### src/rtl/wd_fault_supervisor.sv
// wd_fault_supervisor: turns watchdog failures into an interrupt, a stretched
// system reset pulse, a saturating failure count and a sticky lockout.
module wd_fault_supervisor #(
    parameter int unsigned HOLD_CYCLES = 16,
    parameter int unsigned MAX_FAILS   = 3
) (
    input  logic       clk,
    input  logic       rst,
    input  logic       wdfail,
    input  logic [1:0] flstat,
    input  logic       rstout,
    input  logic       ack,
    output logic       irq,
    output logic       sysrst,
    output logic       lockout,
    output logic [3:0] failcnt,
    output logic [1:0] lastcause
);

    localparam int unsigned HOLD_W  = 8;
    localparam int unsigned CNT_W   = 4;
    localparam int unsigned CAUSE_W = 2;

    localparam logic [HOLD_W-1:0] HOLD_LOAD = HOLD_W'(HOLD_CYCLES - 1);
    localparam logic [CNT_W-1:0]  FAIL_LIM  = CNT_W'(MAX_FAILS);
    localparam logic [CNT_W-1:0]  CNT_SAT   = '1;

    typedef enum logic [2:0] {
        IDLE    = 3'd0,
        ALERT   = 3'd1,
        HOLD    = 3'd2,
        RECOVER = 3'd3,
        LOCKED  = 3'd4
    } state_t;

    state_t              state;
    state_t              state_d;
    logic [HOLD_W-1:0]   hold_cnt;
    logic [HOLD_W-1:0]   hold_cnt_d;
    logic                wdfail_q;
    logic                fail_evt;
    logic                fail_take;

    // Rising edge of the watchdog failure level; ignored once locked out.
    assign fail_evt  = wdfail & ~wdfail_q;
    assign fail_take = fail_evt && (state != LOCKED);

    // State and hold-counter registers.
    always_ff @(posedge clk or posedge rst) begin
        if (rst) begin
            state    <= IDLE;
            hold_cnt <= '0;
        end else begin
            state    <= state_d;
            hold_cnt <= hold_cnt_d;
        end
    end

    // Next-state and hold-counter update.
    always_comb begin
        state_d    = state;
        hold_cnt_d = hold_cnt;
        case (state)
            IDLE: begin
                if (fail_evt) state_d = ALERT;
            end
            ALERT: begin
                // failcnt already counts the failure that brought us here
                if (rstout) begin
                    if (failcnt >= FAIL_LIM) begin
                        state_d = LOCKED;
                    end else begin
                        state_d    = HOLD;
                        hold_cnt_d = HOLD_LOAD;
                    end
                end
            end
            HOLD: begin
                if (hold_cnt == '0) state_d = RECOVER;
                else                hold_cnt_d = hold_cnt - HOLD_W'(1);
            end
            RECOVER: begin
                // wait for the request to drop so a held RSTOUT cannot retrigger
                if (fail_evt)                state_d = ALERT;
                else if (!wdfail && !rstout) state_d = IDLE;
            end
            LOCKED: begin
                state_d = LOCKED;
            end
            default: begin
                state_d    = IDLE;
                hold_cnt_d = '0;
            end
        endcase
    end

    // Reset and lockout outputs decoded from the registered state only.
    always_comb begin
        sysrst  = 1'b0;
        lockout = 1'b0;
        if (state == HOLD)   sysrst = 1'b1;
        if (state == LOCKED) begin
            sysrst  = 1'b1;
            lockout = 1'b1;
        end
    end

    // Failure bookkeeping: edge detect, cause capture, count and interrupt.
    always_ff @(posedge clk or posedge rst) begin
        if (rst) begin
            wdfail_q  <= 1'b0;
            irq       <= 1'b0;
            failcnt   <= '0;
            lastcause <= CAUSE_W'(0);
        end else begin
            wdfail_q <= wdfail;
            if (fail_take) begin
                lastcause <= flstat;
                if (failcnt != CNT_SAT) failcnt <= failcnt + CNT_W'(1);
            end
            // a new failure beats a simultaneous acknowledge
            if (fail_take) irq <= 1'b1;
            else if (ack)  irq <= 1'b0;
        end
    end

endmodule
### config.mk
export PLATFORM = sky130hd
export DESIGN_NAME = wd_fault_supervisor
export DESIGN_NICKNAME = d
export VERILOG_FILES = /design/src/rtl/wd_fault_supervisor.sv
export SDC_FILE = /design/constraint.sdc
export NUM_CORES = 1
export LEC_CHECK = 0
export BUFFER_PORTS_ARGS = -buffer_cell sky130_fd_sc_hd__buf_2
export CORE_MARGIN = 2
export CORE_UTILIZATION = 55
export CTS_BUF_LIST = sky130_fd_sc_hd__clkbuf_4
export DETAILED_ROUTE_END_ITERATION = 8
export HOLD_SLACK_MARGIN = 0.15
export PLACE_DENSITY = 0.85
export RECOVER_POWER = 25
export REMOVE_ABC_BUFFERS = 1
export SLEW_MARGIN = 10
export SYNTH_ARGS = -nofsm -noshare
export SYNTH_HDL_FRONTEND = slang
export SYNTH_SLANG_ARGS = --single-unit
### constraint.sdc
create_clock -name clk -period 2.2 [get_ports clk]
set_input_delay 0.22 -clock clk [delete_from_list [all_inputs] [get_ports clk]]
set_output_delay 0.22 -clock clk [all_outputs]
set_load 0.05 [all_outputs]
==> reports/qor.yml, run 1 <==
status: "complete, no violations"
viasPerCell: 5.969
dieArea_um2: 2401
ioPinCount: 16
cts_resized: 0
cpPeakStageDelay_ps: 490
coreArea_um2: 1942
cp_cell_sequence: "inv_1, ha_1, or4b_4, o31ai_4, nand2_2, a221o_1"
r2r-end: "hold_cnt[2]"
avgSynthCellArea_um2: 10.03
routabilityCongestion: 0.8572
final-setup-viol-count: 0
crit_arrival_ps: 2260
synth_ff_type: "dfrtp_1"
post-route-min-period_ps: 2066
clk_path_buf_depth: 2
r2r_cells: 6
cts_tree: "built"
holdWs_ps: 164.8
cp_max_fo: 7
cts_sinks: 19
hpwl_um: 1718
cts-buffers-inserted: 3
synth_warnings: 0
rsz0062_at_grt: "false"
first_pass_iters: 5
synth_cell_type_count: 40
die_h_um: 49.00
grt_max_degree: 20
drv_cap: 0
fillCellCount: 168
met3_usage_pct: 3.988
die_w_um: 49.00
num_antenna_cells: 0
wl_per_cell_um: 14.65
drive_above_1_share_pct: 25.37
seq_area_um2: 475.5
grt_antenna_before_repair: 0
worstSetupStartpoint: "hold_cnt[0]"
synth_area_leader_cell: "dfrtp_1"
max_freq_ghz: 0.4840
multi_input_area_um2: 591.8
htreeDepth: 1
rrSetupSlack_ps: 130
tns_ps: 0
vdd.ir_drop.worst_mv: 1.085
start_util_pct: 57.35
clk_latency_ps: 310
slowest_stage: "or4b_4"
nets: 144
cp-start-kind: "flop"
pwr_density_cell_nw_per_um2: 1538
drv_slew: 0
crit_end: "hold_cnt[2]"
cts-root-buf: "clkbuf_4"
rows: 16
track_usage_pct: 21.83
yosysTopAreaCellShare_pct: 42.70
synth_edf_count: 0
max_slew_margin_pct: 51.44
synth.area.top_cells: "dfrtp_1 (43%), mux2_2 (7.1%), mux2i_1 (4.5%)"
wl_um: 2358
grt-busiest-layer: "met2"
r2r_start: "hold_cnt[0]"
synth_seq_cells: 19
worstPathRequired_ps: 2390
fin_crit_sh_pct: 93.92
synthArstFlopShare_pct: 100.0
grt_pass1_vias: 938
crit_path_end_kind: "flop"
seq_area_frac_synth_pct: 42.70
vias: 961
area_growth_pct: 16.29
postRouteAntennaNets: 0
finClkSkew_ps: 5.831
portBuffers: 15
hold_class: "input port to flop"
worst_pin_slew_ps: 727.6
use_met2_pct: 38.58
hold_violations: 0
syn_area_um2: 1114
syn-instance-count: 111
overflow: 0
clk_pin_slew_worst_paths_ps: 100
drtIter0Drc: 19
path_class: "flop to flop"
drc: 0
grt_first_pass_wirelength_um: 4043
use_met1_pct: 26.14
p_leak_uw: 0.0005761
what timing repair did:
| action | in CTS | in global routing |
|---|---|---|
| hold buffers | 3 | 0 |
| setup endpoints to repair | 0 | 1 |
| hold endpoints to repair | 21 | 0 |
| buffers inserted | 0 | 1 |
kinds of logic after synthesis:
kind of cell             Yosys count  synth area share (%)
AO/OA/AOI/OAI                     34                 21.69
adder cells (fa/ha/maj)            2                 2.247
multiplexers                      12                 11.57
buffers and inverters             11                 4.157
XOR/XNOR                           2                 1.573
AND/OR/NAND/NOR                   31                 16.07
flip-flops                        19                 42.70
per-stage QoR:
step	std cells	setup WS, ps	power, uW	util, %	area [um^2]
5_1_grt	161	13.74	2140	66.69	1295
4_1_cts	160	61.33	1977	66.37	1289
3_5_place_dp	153	77.59	1781	63.27	1229
2_1_floorplan	108	36.97	1509	-	1097
6_report	161	133.8	1992	66.69	1295
3_3_place_gp	153	194.6	1710	63.27	1229
flip-flops by register name, indices dropped and copies added, names as in the netlist:
signal and count:
failcnt 4, hold_cnt 8, irq 1, lastcause 2
state 3, wdfail_q 1
metal layers:
layer / share of wire, % / up-vias / wire length, um
li1: - / 460 / -
met2: 52 / 32 / 1230
met1: 42 / 463 / 996
met5: 0 / - / 0
met3: 3.9 / 6 / 91
met4: 1.7 / 0 / 40
worst min-delay path by stage:
stage	start	to	cells past startpoint
2_1_floorplan	rst	failcnt[0]	1
3_3_place_gp	rst	irq	2
3_5_place_dp	wdfail	wdfail_q	1
4_1_cts	flstat[0]	lastcause[0]	2
5_1_grt	flstat[0]	lastcause[0]	2
6_report	flstat[0]	lastcause[0]	2
report_power, final:
group	leakage (uW)	internal [uW]	total [uW]	switching, uW
clock network	0.0000184	83.1	196	113
registers	0.000237	488	664	177
logic	0.000321	437	1130	695
critical path, delay by kind of cell, from the launching register on:
family,cells,cell delay [ps]
AOI/OAI and AO/OA,2,660
DFF,1,400
buffers and inverters,1,80
adders and majority gates,1,180
and+or+nand+nor,2,630
placed cells by master, fill, tap and decap left out, drive strengths merged, types with 2 or more instances in the layout:
cell type	Yosys	routed
mux2	7	7
o22ai	2	2
o21bai	4	4
nor3	4	4
clkbuf	1	5
buf	2	18
xnor2	2	2
nand2b	2	2
ha	2	2
or3	3	3
mux2i	5	5
o21ai	6	6
dlygate4sd3	0	3
dfrtp	19	19
a211oi	2	2
nand3	4	4
nor2	4	4
a2111oi	2	2
nand2	5	5
nor2b	3	3
a21oi	8	8
inv	8	8
synth_stat cells, types with 3 or more instances:
master	instances
a21oi_1	8
dfrtp_1	19
inv_1	8
mux2_2	7
mux2i_1	5
nand2_1	4
nand3_1	4
nor2_1	4
nor2b_1	3
nor3_1	3
o21ai_0	6
o21bai_1	4
or3_1	3
area by class of cell:
class                      count  share of cell area, %
tap                           27                  2.609
sequential                    19                  36.72
clock buffer                   4                  2.319
inverter                       8                  2.319
timing repair buffer          22                  10.34
multi-input combinational     81                  45.70
(Power assumes the default switching activity.)
==> run 2, diff against run 1 <==
Settings changed: CORE_UTILIZATION 55 to 54, PLACE_DENSITY 0.85 to 0.84.
==> run 2 against run 1 <==
Sequential power increased by 0.6%. Clock skew shrank 3.5 ps. Register-to-register slack got worse by 40 ps. Critical path type unchanged. Critical endpoint unchanged. Largest cell class unchanged.
==> reports/qor.yml, run 2 (synthesis results as in run 1) <==
status: "complete, no violations"  # unchanged
hold_class: "input port to flop"  # unchanged
coreArea_um2: 1962  # was 1942 um^2
cts_sinks: 19  # unchanged
pre_cts_slack_ps: 131.0  # was 77.59 ps
cpLargestDelayFamily: "compound AO/OA/AOI/OAI gates"  # unchanged
path_class: "flop to flop"  # unchanged
cts-root-buf: "clkbuf_4"  # unchanged
worstPathRequired_ps: 2400  # was 2390 ps
finClkSkew_ps: 2.304  # was 5.831 ps
drv_slew: 0  # unchanged
dieArea_um2: 2441  # was 2401 um^2
final-setup-viol-count: 0  # unchanged
crit_path_end_kind: "flop"  # unchanged
fin_crit_sh_pct: 95.59  # was 93.92%
vdd.ir_drop.worst_mv: 1.044  # was 1.085 mV
cts-buffers-inserted: 3  # unchanged
drtIter0Drc: 24  # was 19
worstSetupStartpoint: "hold_cnt[0]"  # unchanged
grt_pass1_vias: 916  # was 938
cp-start-kind: "flop"  # unchanged
worst_pin_slew_ps: 716.7  # was 727.6 ps
rows: 16  # unchanged
worstHoldStart: "ack"  # was flstat[0]
routabilityCongestion: 0.8736  # was 0.8572
rsz0062_at_grt: "false"  # unchanged
nets: 144  # unchanged
portBuffers: 15  # unchanged
wl_per_cell_um: 14.24  # was 14.65 um
cpPeakStageDelay_ps: 490  # about the same
r2r-end: "hold_cnt[2]"  # unchanged
area_growth_pct: 16.40  # was 16.29%
dpl-instance-area_um2: 1229  # unchanged
setup_ws_ps: 96.96  # was 133.8 ps
slowest_stage: "or4b_4"  # unchanged
num_antenna_cells: 0  # unchanged
cts_tree: "built"  # unchanged
rrSetupSlack_ps: 100  # was 130 ps
r2r_start: "hold_cnt[0]"  # unchanged
die_w_um: 49.41  # was 49.00 um
wl_um: 2292  # was 2358 um
max_freq_ghz: 0.4755  # was 0.4840 GHz
drive_above_1_share_pct: 24.63  # was 25.37%
reg_top3: "hold_cnt (8), failcnt (4), state (3)"  # unchanged
clk_path_buf_depth: 2  # unchanged
cp_cell_sequence: "inv_1, ha_1, or4b_4, o31ai_4, nand2_2, a221o_1"  # unchanged
largest_register_ffs: 8  # unchanged
final_common_cell: "dfrtp_1"  # unchanged
ioPinCount: 16  # unchanged
final_cell_mix: "dfrtp_1 (19), buf_2 (14), inv_1 (8), a21oi_1 (8), mux2_2 (7)"  # unchanged
r2r_cells: 6  # unchanged
start_util_pct: 56.76  # was 57.35%
first_pass_iters: 4  # was 5
regMostFlops: "hold_cnt"  # unchanged
crit_arrival_ps: 2300  # was 2260 ps
cp_max_fo: 8  # was 7
cp_num_buf_inv: 1  # unchanged
vias: 948  # was 961
viasPerCell: 5.888  # was 5.969
grt_max_degree: 20  # unchanged
p_leak_uw: 0.0005754  # was 0.0005761 uW
grt_first_pass_wirelength_um: 3960  # was 4043 um
post-route-min-period_ps: 2103  # was 2066 ps
hpwl_um: 1628  # was 1718 um
overflow: 0  # unchanged
pwr_density_cell_nw_per_um2: 1518  # was 1538 nW/um^2
tns_ps: 0  # unchanged
die_h_um: 49.41  # was 49.00 um
drc: 0  # unchanged
cp_num_cells: 6  # unchanged
grt_antenna_before_repair: 0  # unchanged
hold_violations: 0  # unchanged
htreeDepth: 1  # unchanged
crit_end: "hold_cnt[2]"  # unchanged
track_usage_pct: 21.32  # was 21.83%
drv_cap: 0  # unchanged
fillCellCount: 161  # was 168
final_cell_area_um2: 1296  # was 1295 um^2
max_slew_margin_pct: 52.17  # was 51.44%
final_util_pct: 66.07  # was 66.69%
clk_latency_ps: 300  # was 310 ps
clk_pin_slew_worst_paths_ps: 110  # was 100 ps
postRouteAntennaNets: 0  # unchanged
[run 2: changes by cell type in the layout (fill, tap and decap cells not counted), sizes merged]
cell	delta
buf	-1
clkbuf	-1
clkinv	+1
dlygate4sd3	+1
[run 2: worst min-delay path by stage]
stage          depth (start not counted)           end
2_1_floorplan                          1    failcnt[0]
3_3_place_gp                           2  lastcause[0]
3_5_place_dp                           2  lastcause[0]
4_1_cts                                3           irq
5_1_grt                                3           irq
6_report                               3           irq
[run 2: through the flow]
stage	hold slack (ps)	instances	power, uW
final	176.3	161	1967
after global routing	175.5	161	2129
after CTS	165.0	161	1959
after detailed placement	368.8	153	1769
after global placement	363.7	153	1711
after floorplan	171.1	108	1509
[run 2: layer usage]
metal,track usage (%),wire length [um],up-vias
met3,3.681,110,4
li1,-,-,460
met1,26.15,1013,453
met4,8.796,31,0
met5,0,0,-
met2,36.94,1137,31
[run 2: area by class of cell]
type,instances,area [um^2],share of cell area [%]
Timing Repair Buffer,22,136.4,10.52
Inverter,8,30.03,2.317
Clock inverter,1,5.005,0.3861
Multi-Input combinational cell,81,593.1,45.75
Sequential cell,19,475.5,36.68
Tap cell,27,33.78,2.606
Clock buffer,3,22.52,1.737
[run 2: report_power, final]
group	internal, uW	switching, uW	leakage, uW
clock network	67.7	114	0.0000177
registers	488	180	0.000237
logic	427	691	0.000321
[run 2: repair_timing]
action | 4_1_cts | 5_1_grt
hold buffers | 4 | 0
resized for setup | 0 | 1
setup endpoints to repair | 0 | 1
buffers inserted | 0 | 0
endpoints found under the hold margin | 22 | 0
[run 2: tightest hold or removal path, stage by stage]
cell and delay, ps:
buf_2 90, inv_1 40, a21o_1 100
